`config.mk`:
```
export PLATFORM = sky130hd
export DESIGN_NAME = fnd_bcd_scanner_flat
export DESIGN_NICKNAME = d
export VERILOG_FILES = /design/src/rtl/fnd_bcd_scanner_if.sv /design/src/rtl/fnd_bcd_scanner.sv /design/src/flat_wrapper.sv
export SDC_FILE = /design/constraint.sdc
export NUM_CORES = 1
export LEC_CHECK = 0
export CORE_MARGIN = 2
export CORE_UTILIZATION = 40
export DETAILED_ROUTE_END_ITERATION = 12
export HOLD_SLACK_MARGIN = 0.12
export PLACE_DENSITY = 0.55
export SLEW_MARGIN = 10
export SYNTH_ARGS = -nofsm -noshare
export SYNTH_HDL_FRONTEND = slang
export SYNTH_SLANG_ARGS = --single-unit
export TNS_END_PERCENT = 5
```
`constraint.sdc`:
```
create_clock -name i_clk -period 2.5 [get_ports i_clk]
set_clock_uncertainty 0.05 [all_clocks]
set_input_delay 0.25 -clock i_clk [delete_from_list [all_inputs] [get_ports i_clk]]
set_output_delay 0.25 -clock i_clk [all_outputs]
set_load 0.01 [all_outputs]
```
`src/rtl/fnd_bcd_scanner_if.sv`:
```
// -----------------------------------------------------------------------------
// fnd_bcd_scanner_if
// Bundles the counter-to-display value path and the FND pin outputs.
//   i_value     : 14-bit binary value to display (counter -> scanner)
//   o_fndSelect : active-low digit enables, bit 0 = ones digit
//   o_fndFont   : active-low segments {dp,g,f,e,d,c,b,a}
// master : the side that supplies the value and observes the pins
// slave  : the scanner itself
// -----------------------------------------------------------------------------
interface fnd_bcd_scanner_if;
    logic [13:0] i_value;
    logic [3:0]  o_fndSelect;
    logic [7:0]  o_fndFont;

    modport master (output i_value, input o_fndSelect, input o_fndFont);
    modport slave  (input i_value, output o_fndSelect, output o_fndFont);
endinterface

```
`src/rtl/fnd_bcd_scanner.sv`:
```
// -----------------------------------------------------------------------------
// fnd_bcd_scanner
// Converts a 14-bit binary value (saturated at 9999) to four BCD digits with a
// free-running 16-cycle double-dabble engine and time-multiplexes the digits
// onto a 4-digit common-anode seven-segment display.
// Ports:
//   i_clk   : system clock, rising edge
//   i_reset : asynchronous active-low reset
//   bus     : slave modport (i_value in, o_fndSelect / o_fndFont out, registered)
// Parameters:
//   SCAN_DIV : clocks per digit slot (>= 2)
//   BLANK_LZ : 1 blanks leading-zero digits (ones digit never blanked)
// -----------------------------------------------------------------------------
module fnd_bcd_scanner #(
    parameter int SCAN_DIV = 100000,
    parameter bit BLANK_LZ = 1'b0
) (
    input  logic               i_clk,
    input  logic               i_reset,
    fnd_bcd_scanner_if.slave   bus
);

    typedef enum logic [1:0] {
        ST_IDLE  = 2'd0,
        ST_SHIFT = 2'd1,
        ST_LOAD  = 2'd2
    } state_t;

    localparam int CNT_W = (SCAN_DIV > 2) ? $clog2(SCAN_DIV) : 1;
    localparam logic [CNT_W-1:0] CNT_LAST = CNT_W'(SCAN_DIV - 1);

    // Add 3 to every BCD nibble that is 5 or more (pre-shift correction).
    function automatic logic [15:0] add3_fix(input logic [15:0] bcd);
        logic [15:0] res;
        res = bcd;
        for (int n = 0; n < 4; n++) begin
            if (bcd[n*4 +: 4] >= 4'd5) begin
                res[n*4 +: 4] = bcd[n*4 +: 4] + 4'd3;
            end else begin
                res[n*4 +: 4] = bcd[n*4 +: 4];
            end
        end
        return res;
    endfunction

    // Active-low glyph for one BCD nibble, dp off; invalid codes show a dash.
    function automatic logic [7:0] font_of(input logic [3:0] nib);
        logic [7:0] f;
        case (nib)
            4'd0:    f = 8'hC0;
            4'd1:    f = 8'hF9;
            4'd2:    f = 8'hA4;
            4'd3:    f = 8'hB0;
            4'd4:    f = 8'h99;
            4'd5:    f = 8'h92;
            4'd6:    f = 8'h82;
            4'd7:    f = 8'hF8;
            4'd8:    f = 8'h80;
            4'd9:    f = 8'h90;
            default: f = 8'hBF;
        endcase
        return f;
    endfunction

    state_t         state_r;
    state_t         state_s;
    logic           latch_s;
    logic           shift_s;
    logic           load_s;
    logic [13:0]    bin_r;
    logic [15:0]    bcd_r;
    logic [15:0]    bcd_adj_s;
    logic [3:0]     iter_r;
    logic [15:0]    disp_r;
    logic [CNT_W-1:0] cnt_r;
    logic           tick_s;
    logic [1:0]     idx_r;
    logic [1:0]     idx_s;
    logic [3:0]     nib_s;
    logic           blank_s;
    logic [3:0]     sel_s;
    logic [3:0]     sel_r;
    logic [7:0]     font_r;

    // Conversion FSM state register.
    always_ff @(posedge i_clk or negedge i_reset) begin
        if (!i_reset) begin
            state_r <= ST_IDLE;
        end else begin
            state_r <= state_s;
        end
    end

    // Conversion FSM next-state logic: IDLE -> 14 x SHIFT -> LOAD -> IDLE.
    always_comb begin
        state_s = state_r;
        case (state_r)
            ST_IDLE:  state_s = ST_SHIFT;
            ST_SHIFT: begin
                if (iter_r == 4'd13) begin
                    state_s = ST_LOAD;
                end else begin
                    state_s = ST_SHIFT;
                end
            end
            ST_LOAD:  state_s = ST_IDLE;
            default:  state_s = ST_IDLE;
        endcase
    end

    // Conversion FSM outputs: datapath strobes decoded from the state.
    always_comb begin
        latch_s = 1'b0;
        shift_s = 1'b0;
        load_s  = 1'b0;
        case (state_r)
            ST_IDLE:  latch_s = 1'b1;
            ST_SHIFT: shift_s = 1'b1;
            ST_LOAD:  load_s  = 1'b1;
            default:  latch_s = 1'b0;
        endcase
    end

    // Correction step applied to the accumulator before each shift.
    always_comb begin
        bcd_adj_s = add3_fix(bcd_r);
    end

    // Double-dabble datapath: sample/saturate in IDLE, shift {bcd,bin} in SHIFT.
    always_ff @(posedge i_clk or negedge i_reset) begin
        if (!i_reset) begin
            bin_r  <= 14'd0;
            bcd_r  <= 16'd0;
            iter_r <= 4'd0;
        end else if (latch_s) begin
            bin_r  <= (bus.i_value > 14'd9999) ? 14'd9999 : bus.i_value;
            bcd_r  <= 16'd0;
            iter_r <= 4'd0;
        end else if (shift_s) begin
            {bcd_r, bin_r} <= {bcd_adj_s[14:0], bin_r, 1'b0};
            iter_r         <= iter_r + 4'd1;
        end
    end

    // Display register: holds the last completed conversion.
    always_ff @(posedge i_clk or negedge i_reset) begin
        if (!i_reset) begin
            disp_r <= 16'd0;
        end else if (load_s) begin
            disp_r <= bcd_r;
        end
    end

    // Scan prescaler: wraps every SCAN_DIV clocks.
    always_ff @(posedge i_clk or negedge i_reset) begin
        if (!i_reset) begin
            cnt_r <= '0;
        end else if (tick_s) begin
            cnt_r <= '0;
        end else begin
            cnt_r <= cnt_r + CNT_W'(1);
        end
    end

    assign tick_s = (cnt_r == CNT_LAST);

    // Values for the digit slot that starts at the next tick.
    always_comb begin
        idx_s   = idx_r + 2'd1;
        nib_s   = disp_r[3:0];
        blank_s = 1'b0;
        sel_s   = 4'b1111;
        case (idx_s)
            2'd0: begin
                nib_s   = disp_r[3:0];
                blank_s = 1'b0;
                sel_s   = 4'b1110;
            end
            2'd1: begin
                nib_s   = disp_r[7:4];
                blank_s = (disp_r[15:4] == 12'd0);
                sel_s   = 4'b1101;
            end
            2'd2: begin
                nib_s   = disp_r[11:8];
                blank_s = (disp_r[15:8] == 8'd0);
                sel_s   = 4'b1011;
            end
            2'd3: begin
                nib_s   = disp_r[15:12];
                blank_s = (disp_r[15:12] == 4'd0);
                sel_s   = 4'b0111;
            end
            default: begin
                nib_s   = 4'd0;
                blank_s = 1'b0;
                sel_s   = 4'b1111;
            end
        endcase
        if (BLANK_LZ == 1'b0) begin
            blank_s = 1'b0;
        end else begin
            blank_s = blank_s;
        end
    end

    // Digit index and output registers: update only on a scan tick.
    always_ff @(posedge i_clk or negedge i_reset) begin
        if (!i_reset) begin
            idx_r  <= 2'd3;
            sel_r  <= 4'b1111;
            font_r <= 8'hFF;
        end else if (tick_s) begin
            idx_r  <= idx_s;
            sel_r  <= sel_s;
            font_r <= blank_s ? 8'hFF : font_of(nib_s);
        end
    end

    assign bus.o_fndSelect = sel_r;
    assign bus.o_fndFont   = font_r;

endmodule

```
`src/flat_wrapper.sv`:
```
// flat-port wrapper written by rule: the top's interface ports become plain ports
module fnd_bcd_scanner_flat 
#(
    parameter int SCAN_DIV = 100000,
    parameter bit BLANK_LZ = 1'b0
)
  (i_clk, i_reset, bus_i_value, bus_o_fndSelect, bus_o_fndFont);
  fnd_bcd_scanner_if bus_i ();
  input  logic i_clk;
  input  logic i_reset;
  input wire logic [$bits(bus_i.i_value)-1:0] bus_i_value;
  output wire logic [$bits(bus_i.o_fndSelect)-1:0] bus_o_fndSelect;
  output wire logic [$bits(bus_i.o_fndFont)-1:0] bus_o_fndFont;
  assign bus_i.i_value = bus_i_value;
  assign bus_o_fndSelect = bus_i.o_fndSelect;
  assign bus_o_fndFont = bus_i.o_fndFont;
  fnd_bcd_scanner #(.SCAN_DIV(SCAN_DIV), .BLANK_LZ(BLANK_LZ)) u_core (.i_clk(i_clk), .i_reset(i_reset), .bus(bus_i));
endmodule
```
Word level (Yosys, flattened, before mapping)

Memories as Yosys holds them, arrays and structs flattened. A register that Yosys moved wholly into a read port is not among the register bits.
Index checks and enable logic that the tools add are counted.

Memories: 1
Output and inout bits: 12
ROM bits: 112
Flip-flop bits (word level): 83

Memories:

| memory           | depth | width | rd ports | clocked after Yosys merged registers in | wr ports | RTL line              | source |
|---|---|---|---|---|---|---|---|
| (name not given) | 16    | 7     | 1        | 1                                       | 0        | fnd_bcd_scanner.sv:49 | `case (nib)` |

Equal/unequal tests: 7
Add/sub/neg operators: 7
Order comparisons: 5
Mux-type cells: 19
Reductions and logical operators: 4

Operators with widths:

| cell                  | count |
|---|---|
| $mux 14               | 3 |
| $mux 16               | 2 |
| $pmux 4 s4            | 2 |
| $mux 4                | 5 |
| $add 17x1->17 const B | 1 |
| $eq 17x17->1 const B  | 1 |
| $mux 17               | 1 |
| $ge 4x3->1 const B    | 4 |
| $gt 14x14->1 const B  | 1 |
| $add 4x2->4 const B   | 3 |
| $eq 2x2->1 const B    | 3 |
| $add 4x1->4 const B   | 1 |
| $eq 2x1->1 const B    | 2 |
| $eq 4x4->1 const B    | 1 |
| $logic_not 2->1       | 2 |
| $pmux 2 s2            | 1 |
| $add 3x2->3 const B   | 1 |
| $mux 1                | 3 |
| $mux 3                | 1 |
| $add 2x1->2 const B   | 1 |
| $mux 2                | 1 |
| $reduce_bool 2->1     | 1 |
| $logic_not 1->1       | 1 |

Depth between registers and ports, before layout

Gate-level depths: netlist (run 1).

Depth after elaboration: 4
Depth in mapped cells: 8
Gate-level depth less buffers: 8

Worst setup path before layout (run 1)

Ideal clock, no wire load.

Kind: reg-to-reg
Start: register u_core.idx_r[0]
End: register u_core.font_r[3], in the netlist u_core.bus.o_fndFont[3]
Period minus slack after synthesis: 2.226 ns
Arrival: 2.116 ns
Setup slack: 0.274 ns
Path buffers: 0
Data required time: 2.390 ns
Setup time: 0.060 ns
Cell stages (with the launch flop): 9
Cells stage by stage: dfstp_2 inv_1 ha_1 a222oi_1 mux2_4 inv_4 or4_4 o2111ai_1 o21a_1

Cells in the longest elaborated chain, start to end: 3
Elaborated cells on any way between the ends: 6
Classes of those cells: add/sub: 1; eq/ne: 3; mux: 1; reduce/logical: 1

RTL lines:

| what                               | RTL line               | source |
|---|---|---|
| start, declared                    | fnd_bcd_scanner.sv:77  | `logic [1:0] idx_r;` |
| start signal, assigned             | fnd_bcd_scanner.sv:214 | `idx_r <= idx_s;` |
| $add 2x1->2 (*)                    | fnd_bcd_scanner.sv:169 | `idx_s = idx_r + 2'd1;` |
| named net u_core.idx_s[0]          | fnd_bcd_scanner.sv:78  | `logic [1:0] idx_s;` |
| $eq 2x2->1 (tied with other cells) | fnd_bcd_scanner.sv:173 | `case (idx_s)` |
| $pmux 4 s4 (*)                     | fnd_bcd_scanner.sv:173 |  |
| end, declared                      | fnd_bcd_scanner.sv:83  | `logic [7:0] font_r;` |

Mark *: on every way through the listed nets, which the timed path passes. The rest lies on a longest branch.
A chain may end at the register's enable or synchronous reset.

Worst setup path after layout (run 1)

Ends and elaborated chain as after synthesis.

==> run_results.csv, run 1 <==
group,metric,value,unit
outcome,outcome,"complete, no violations",
synthesis,synthFlopType,"dfrtp_1",
synthesis,netlist_area,4040,um^2
synthesis,synth-adder-area-share,5.57,%
synthesis,muxShareOfSynthArea,5.08,%
timing,min_period_over_period,95.6,%
clock_tree,h-tree-depth,3,
synthesis,synth_xor_area_share,4.98,%
cells_and_area,final_nets,468,
synthesis,ys_ff_latch,82,
setup_path,arrival,2.63,ns
hold_path,holdCritPathClass,"in2async",
routing,finalWirelength,7570,um
placement,gp_routability_congestion,0.828,
routing,post_drt_wl_per_cell,13.2,um
die,num_io_pins,28,
synthesis,yosysWarnings,0,
setup_path,cp_max_fo,8,
setup_path,crit_type,"reg2reg",
synthesis,synthesis.nets,436,
synthesis,ys_seq_area_share,51.2,%
timing,hold_violations,0,
timing,slew-limit-headroom,61.1,%
setup_path,cp-start-kind,"register",
cells_and_area,antennaDiodeCount,0,
setup_path,setup.worst_path.end,"u_core.bus.o_fndFont[3]",
timing,totalNegativeSetupSlack,0,ns
timing,tightestPinTransition,0.583,ns
synthesis,yosys.area_share.simple,14.9,%
setup_path,required,2.74,ns
timing,setup_viol,0,
synthesis,synth-edff-count,0,
setup_path,r2r_setup_slack,0.11,ns
synthesis,synth.avg_cell_area,10.1,um^2
setup_path,rr_worst_depth,8,
synthesis,synth_top_family_by_area,"simple AND/OR/NAND/NOR gates",
synthesis,synth_compound_area_share,14.4,%
die,coreArea,9770,um^2
clock_tree,clk_latency,0.35,ns
grt,grt_pass1_wl,13000,um
pwr,peakVddDrop,0.000275,V
pwr,design_power_total,2.96,mW
grt,grt_max_degree,51,
clock_tree,cts-root-buf,"clkbuf_8",
routing,vias_per_cell,4.97,
grt,antenna_found_initial,0,
routing,drc,0,
clock_tree,cts_buffers,9,
setup_path,reg2reg_from,"u_core.idx_r[0]",
cells_and_area,area_growth_syn_to_layout,16.8,%
synthesis,synth_area_leader_cell,"dfrtp_1",
grt,grt_overflow,0,
timing,period_needed,2.39,ns
routing,drtAntennaViolNets,0,
clock_tree,cts_resized,0,
clock_tree,clkTransAtPathRegs,0.09,ns
clock_tree,clkSinkCount,82,
clock_tree,cts_tree,"done",
synthesis,synthTopCellsByArea,"dfrtp_1 (43%), dfstp_2 (8.4%), ha_1 (5.6%)",
placement,dp_hpwl,5300,um
grt,grt_pass1_vias,2777,
pwr,powerDensity,627,nW/um^2
die,start_util,41.4,%
routing,vias,2845,
grt,globalRouteTotalUtil,14.6,%
job,cap_violations,0,
setup_path,end_kind,"register",
routing,drt_pass1_iterations,5,
synthesis,async_reset_ff_share,100,%
die,die_area,10900,um^2
setup_path,startpoint,"u_core.idx_r[0]",
timing,timing.fmax,418,MHz
placement,io_buffers,26,
cells_and_area,drive_gt1_share,13.9,%
synthesis,synthCells,402,
die,die_h,105,um
setup_path,r2r_end,"u_core.bus.o_fndFont[3]",
synthesis,ys_types,49,
timing,slew_violations,0,
pwr,p_leak,2.02,nW
timing,rsz0062_at_grt,"false",
die,die_x,105,um
synthesis,yosysTopAreaCellShare,42.7,%
routing,drt_iter0_drc,143,
die,rows,36,
clock_tree,clockBufferDepth,2,
cells_and_area,fill_cells,945,
## worst min path at each step
| stage | startpoint | to | slack, ns |
|---|---|---|---|
| floorplan | i_reset | u_core.bcd_r[0] | -0.1 |
| global placement | i_reset | u_core.cnt_r[2] | 0.18 |
| detailed placement | i_reset | u_core.cnt_r[3] | 0.18 |
| CTS | i_reset | u_core.cnt_r[6] | 0.34 |
| global route | i_reset | u_core.cnt_r[6] | 0.37 |
| finish | i_reset | u_core.cnt_r[2] | 0.33 |
## through the flow
stage | area, um^2 | worst slack, ns | cells | util [%] | hold slack (ns)
4_1_cts | 4720 | 0.112 | 572 | 48.3 | 0.335
5_1_grt | 4720 | 0.0472 | 572 | 48.3 | 0.367
3_3_place_gp | 4490 | 0.189 | 555 | 45.9 | 0.181
3_5_place_dp | 4490 | 0.143 | 555 | 45.9 | 0.180
2_1_floorplan | 4040 | 0.274 | 402 | - | -0.0956
6_report | 4720 | 0.110 | 572 | 48.3 | 0.330
## worst max-delay path: stages (launching register included)
cell and delay, ns:
dfstp_2 0.56, inv_1 0.08, ha_1 0.26, a222oi_1 0.35, mux2_4 0.24, inv_4 0.05
or4_4 0.51, o2111ai_1 0.10, o21a_1 0.14
## cell type report
type	count	area [um^2]	share of cell area, %
Timing Repair Buffer	39	370	7.85
Sequential cell	82	2070	43.8
Clock buffer	9	124	2.62
Inverter	19	73.8	1.56
Multi-Input combinational cell	283	1820	38.5
Clock inverter	7	98.8	2.09
Tap cell	133	166	3.53
## synthesized netlist by cell type (2+ instances only)
cell	count
a22o_1	6
o21ai_1	2
nand4_1	4
a211oi_1	3
nand3_1	11
mux2_2	13
xor2_1	10
dfstp_2	13
o31ai_1	10
a21o_1	3
buf_2	2
nand2_1	53
nor3_1	3
nand2b_1	17
dfrtp_1	69
a22oi_1	2
nor4_1	3
a21oi_1	9
a31oi_1	3
a2bb2oi_1	4
nor2_1	31
clkbuf_1	13
xnor2_1	13
nor2b_1	2
inv_1	17
ha_1	18
mux2i_1	3
o21ai_0	41
a222oi_1	4
## per-layer routing
layer | up-vias | GRT usage, % | wire (um)
li1 | 1454 | - | -
met1 | 1353 | 20.0 | 3800
met2 | 31 | 23.1 | 3490
met3 | 7 | 2.56 | 187
met4 | 0 | 5.89 | 97
met5 | - | 0 | 0
## sequential cells by signal, indices dropped and copies added, names as in the netlist
register                cells
u_core.bus.o_fndFont        7
u_core.bus.o_fndSelect      4
u_core.disp_r              16
u_core.cnt_r               17
u_core.bcd_r               16
u_core.idx_r                2
u_core.bin_r               14
u_core.iter_r               4
u_core.state_r              2
## power by group
| part | internal (mW) | total (mW) | switching, mW | leakage [nW] |
|---|---|---|---|---|
| registers | 1.42 | 1.47 | 0.0518 | 1.03 |
| logic | 0.201 | 0.420 | 0.219 | 0.883 |
| clock network | 0.570 | 1.07 | 0.500 | 0.110 |
| total | 2.19 | 2.96 | 0.771 | 2.02 |
## cell families after synthesis
group	Yosys count
adder cells (fa/ha/maj)	18
XOR/XNOR	23
AND/OR/NAND/NOR	131
flip-flops	82
other	1
buffers and inverters	37
multiplexers	18
AO/OA/AOI/OAI	92
## placed cells by master (no fill, tap or decap), types with 4 or more instances in the layout
master	n
ha_1	18
nand4_1	4
dfstp_2	13
dfrtp_1	69
nor2_1	31
inv_1	17
o21ai_0	41
mux2_2	13
a2bb2oi_1	4
a22o_1	6
a222oi_1	4
o31ai_1	10
a21oi_1	9
xor2_1	10
xnor2_1	13
nand2b_1	17
clkbuf_8	9
buf_4	12
nand3_1	11
clkdlybuf4s50_1	25
nand2_1	53
## repair_timing
| item | 4_1_cts | 5_1_grt |
|---|---|---|
| endpoints found under the hold margin | 26 | 0 |
| setup endpoints to repair | 0 | 0 |
| buffers inserted | 0 | 0 |
| hold buffers | 1 | 0 |
Power figures use the tool's default switching activity.
==> run 2: changes to the inputs <==
--- a/config.mk
+++ b/config.mk
@@ -10,6 +10,7 @@
 export DETAILED_ROUTE_END_ITERATION = 12
 export HOLD_SLACK_MARGIN = 0.12
 export PLACE_DENSITY = 0.55
+export SETUP_SLACK_MARGIN = 0.15
 export SLEW_MARGIN = 10
 export SYNTH_ARGS = -nofsm -noshare
 export SYNTH_HDL_FRONTEND = slang
==> run 2 against run 1 <==
Clock-buffer cell count stayed put. Final cell count is 0.70% higher. Final area is 1.2% higher. Largest cell class unchanged. Largest power group unchanged. Highest routed layer unchanged.
==> run_results.csv, run 2 (synthesized netlist as in run 1, its figures left out) <==
group,metric,value,unit
timing,min_period_over_period,91.0,%
setup_path,crit_type,"reg2reg",
cells_and_area,largestRegisters,"u_core.cnt_r x17, u_core.bcd_r x16, u_core.disp_r x16",
timing,tightestPinTransition,0.581,ns
routing,vias_per_cell,4.99,
grt,grt_pass1_vias,2800,
placement,gp_routability_congestion,0.828,
placement,io_buffers,26,
routing,post_drt_wl_per_cell,13.3,um
cells_and_area,drive_gt1_share,15.8,%
cells_and_area,largest_register,"u_core.cnt_r",
pwr,powerDensity,624,nW/um^2
grt,grt_pass1_wl,13100,um
timing,timing.fmax,439,MHz
pwr,power.share.switching,26.0,%
timing,hold-worst-slack,0.330,ns
routing,met3_length,206,um
clock_tree,clk_latency,0.35,ns
clock_tree,clkTransAtPathRegs,0.09,ns
setup_path,end_kind,"register",
placement,numPlacedInstances,555,
clock_tree,clockBufferDepth,2,
pwr,p_leak,2.04,nW
die,die_area,10900,um^2
die,rows,36,
setup_path,cp_cell_sequence,"inv_2 > ha_4 > a222oi_1 > mux2_4 > inv_4 > or4_4 > o2111ai_1 > o21a_1",
outcome,outcome,"complete, no violations",
cells_and_area,final_common_cell,"dfrtp_1",
die,num_io_pins,28,
timing,slew-limit-headroom,61.3,%
hold_path,holdCritPathClass,"in2async",
pwr,peakVddDrop,0.000275,V
routing,drc,0,
grt,antenna_found_initial,0,
job,cap_violations,0,
timing,rsz0062_at_grt,"false",
clock_tree,cts_tree,"done",
clock_tree,h-tree-depth,3,
die,start_util,41.4,%
cells_and_area,antennaDiodeCount,0,
grt,grt_max_degree,51,
routing,topRoutingLayerUsed,"met4",
routing,vias,2875,
cells_and_area,final_cell_mix,"dfrtp_1 (69), nand2_1 (53), o21ai_0 (41)",
setup_path,cp_max_fo,8,
timing,totalNegativeSetupSlack,0,ns
routing,wl_met1,3840,um
grt,globalRouteTotalUtil,14.7,%
setup_path,arrival,2.52,ns
placement,dp_hpwl,5300,um
setup_path,required,2.74,ns
routing,drt_pass1_iterations,4,
pwr,p_int,2.20,mW
clock_tree,clkSinkCount,82,
cells_and_area,largest_reg_flops,17,
setup_path,cp-start-kind,"register",
clock_tree,cts-root-buf,"clkbuf_8",
pwr,p_comb_share,14.8,%
die,die_h,105,um
timing,setup_viol,0,
pwr,switching_power,776,uW
die,die_x,105,um
setup_path,cp_slowest_cell,"dfstp_2",
timing,hold_violations,0,
cells_and_area,fill_cells,936,
timing,slew_violations,0,
setup_path,reg2reg_from,"u_core.idx_r[0]",
routing,finalWirelength,7680,um
setup_path,startpoint,"u_core.idx_r[0]",
cells_and_area,final_nets,472,
cells_and_area,area_growth_syn_to_layout,18.2,%
routing,drt_iter0_drc,140,
pwr,pwr-share-clk,35.8,%
routing,route.met2.wl,3530,um
cells_and_area,final_cells,576,
timing,period_needed,2.28,ns
clock_tree,cts_buffers,9,
die,coreArea,9770,um^2
routing,drtAntennaViolNets,0,
pwr,p_seq_share,49.4,%
setup_path,critical-path-max-stage-delay,0.55,ns
grt,grt_overflow,0,
run 2: changes by cell type in the layout (fill, tap and decap cells not counted):
| cell | delta |
|---|---|
| buf_4 | +4 |
| ha_1 | -3 |
| ha_4 | +2 |
| inv_1 | -2 |
| inv_2 | +2 |
| ha_2 | +1 |
run 2: final cells by class:
type                       count  area, um^2  area share, %
timing repair buffer          43         400           8.38
clock buffer                   9         124           2.59
clock inverter                 7        98.8           2.07
sequential                    82        2070           43.3
inverter                      19        73.8           1.54
multi-input combinational    283        1850           38.6
tap                          133         166           3.48
run 2: timing repair:
action | CTS | global route
setup endpoints to repair | 1 | 2
pin swaps | 1 | 1
hold buffers | 1 | 0
hold endpoints to repair | 26 | 0
resized for setup | 1 | 6
gates cloned | 0 | 0
setup buffers | 2 | 2
run 2: worst paths after layout:
check / endpoint / slack (ns) / cells past startpoint
worst max register to register: u_core.bus.o_fndFont[3] / 0.22 / 8
worst min-delay path: u_core.cnt_r[2] / 0.33 / 2
worst max-delay path: u_core.bus.o_fndFont[3] / 0.22 / 8
worst min register to register: u_core.bus.o_fndFont[5] / 0.41 / 2
max in group asynchronous: u_core.idx_r[0] / 1.42 / 3
min in group i_clk: u_core.bus.o_fndFont[5] / 0.41 / 2
run 2: power by group through the flow:
stage / sequential [mW] / combinational (mW) / clock [mW]
floorplan: 1.47 / 0.283 / 0
global placement: 1.50 / 0.412 / 0
global route: 1.48 / 0.496 / 1.17
finish: 1.47 / 0.441 / 1.07
detailed placement: 1.50 / 0.424 / 0
CTS: 1.47 / 0.438 / 1.11
run 2: worst max-delay path: cells and delay by family, from the launching register on:
family / cells / cell delay [ns]
DFF: 1 / 0.55
AOI/OAI and AO/OA: 3 / 0.58
buffers and inverters: 2 / 0.11
muxes: 1 / 0.23
and+or+nand+nor: 1 / 0.51
adders and majority gates: 1 / 0.17
run 2: through the flow:
stage / util [%] / worst slack (ns) / power (mW) / instance area [um^2]
finish: 48.9 / 0.225 / 2.98 / 4780
global route: 48.9 / 0.153 / 3.14 / 4780
CTS: 48.5 / 0.169 / 3.02 / 4740
detailed placement: 45.9 / 0.143 / 1.92 / 4490
global placement: 45.9 / 0.189 / 1.91 / 4490
floorplan: - / 0.274 / 1.76 / 4040
run 2: routing by layer:
layer	track usage (%)	up-vias
li1	-	1458
met4	6.08	0
met1	19.9	1375
met2	23.2	33
met5	0	-
met3	2.68	9
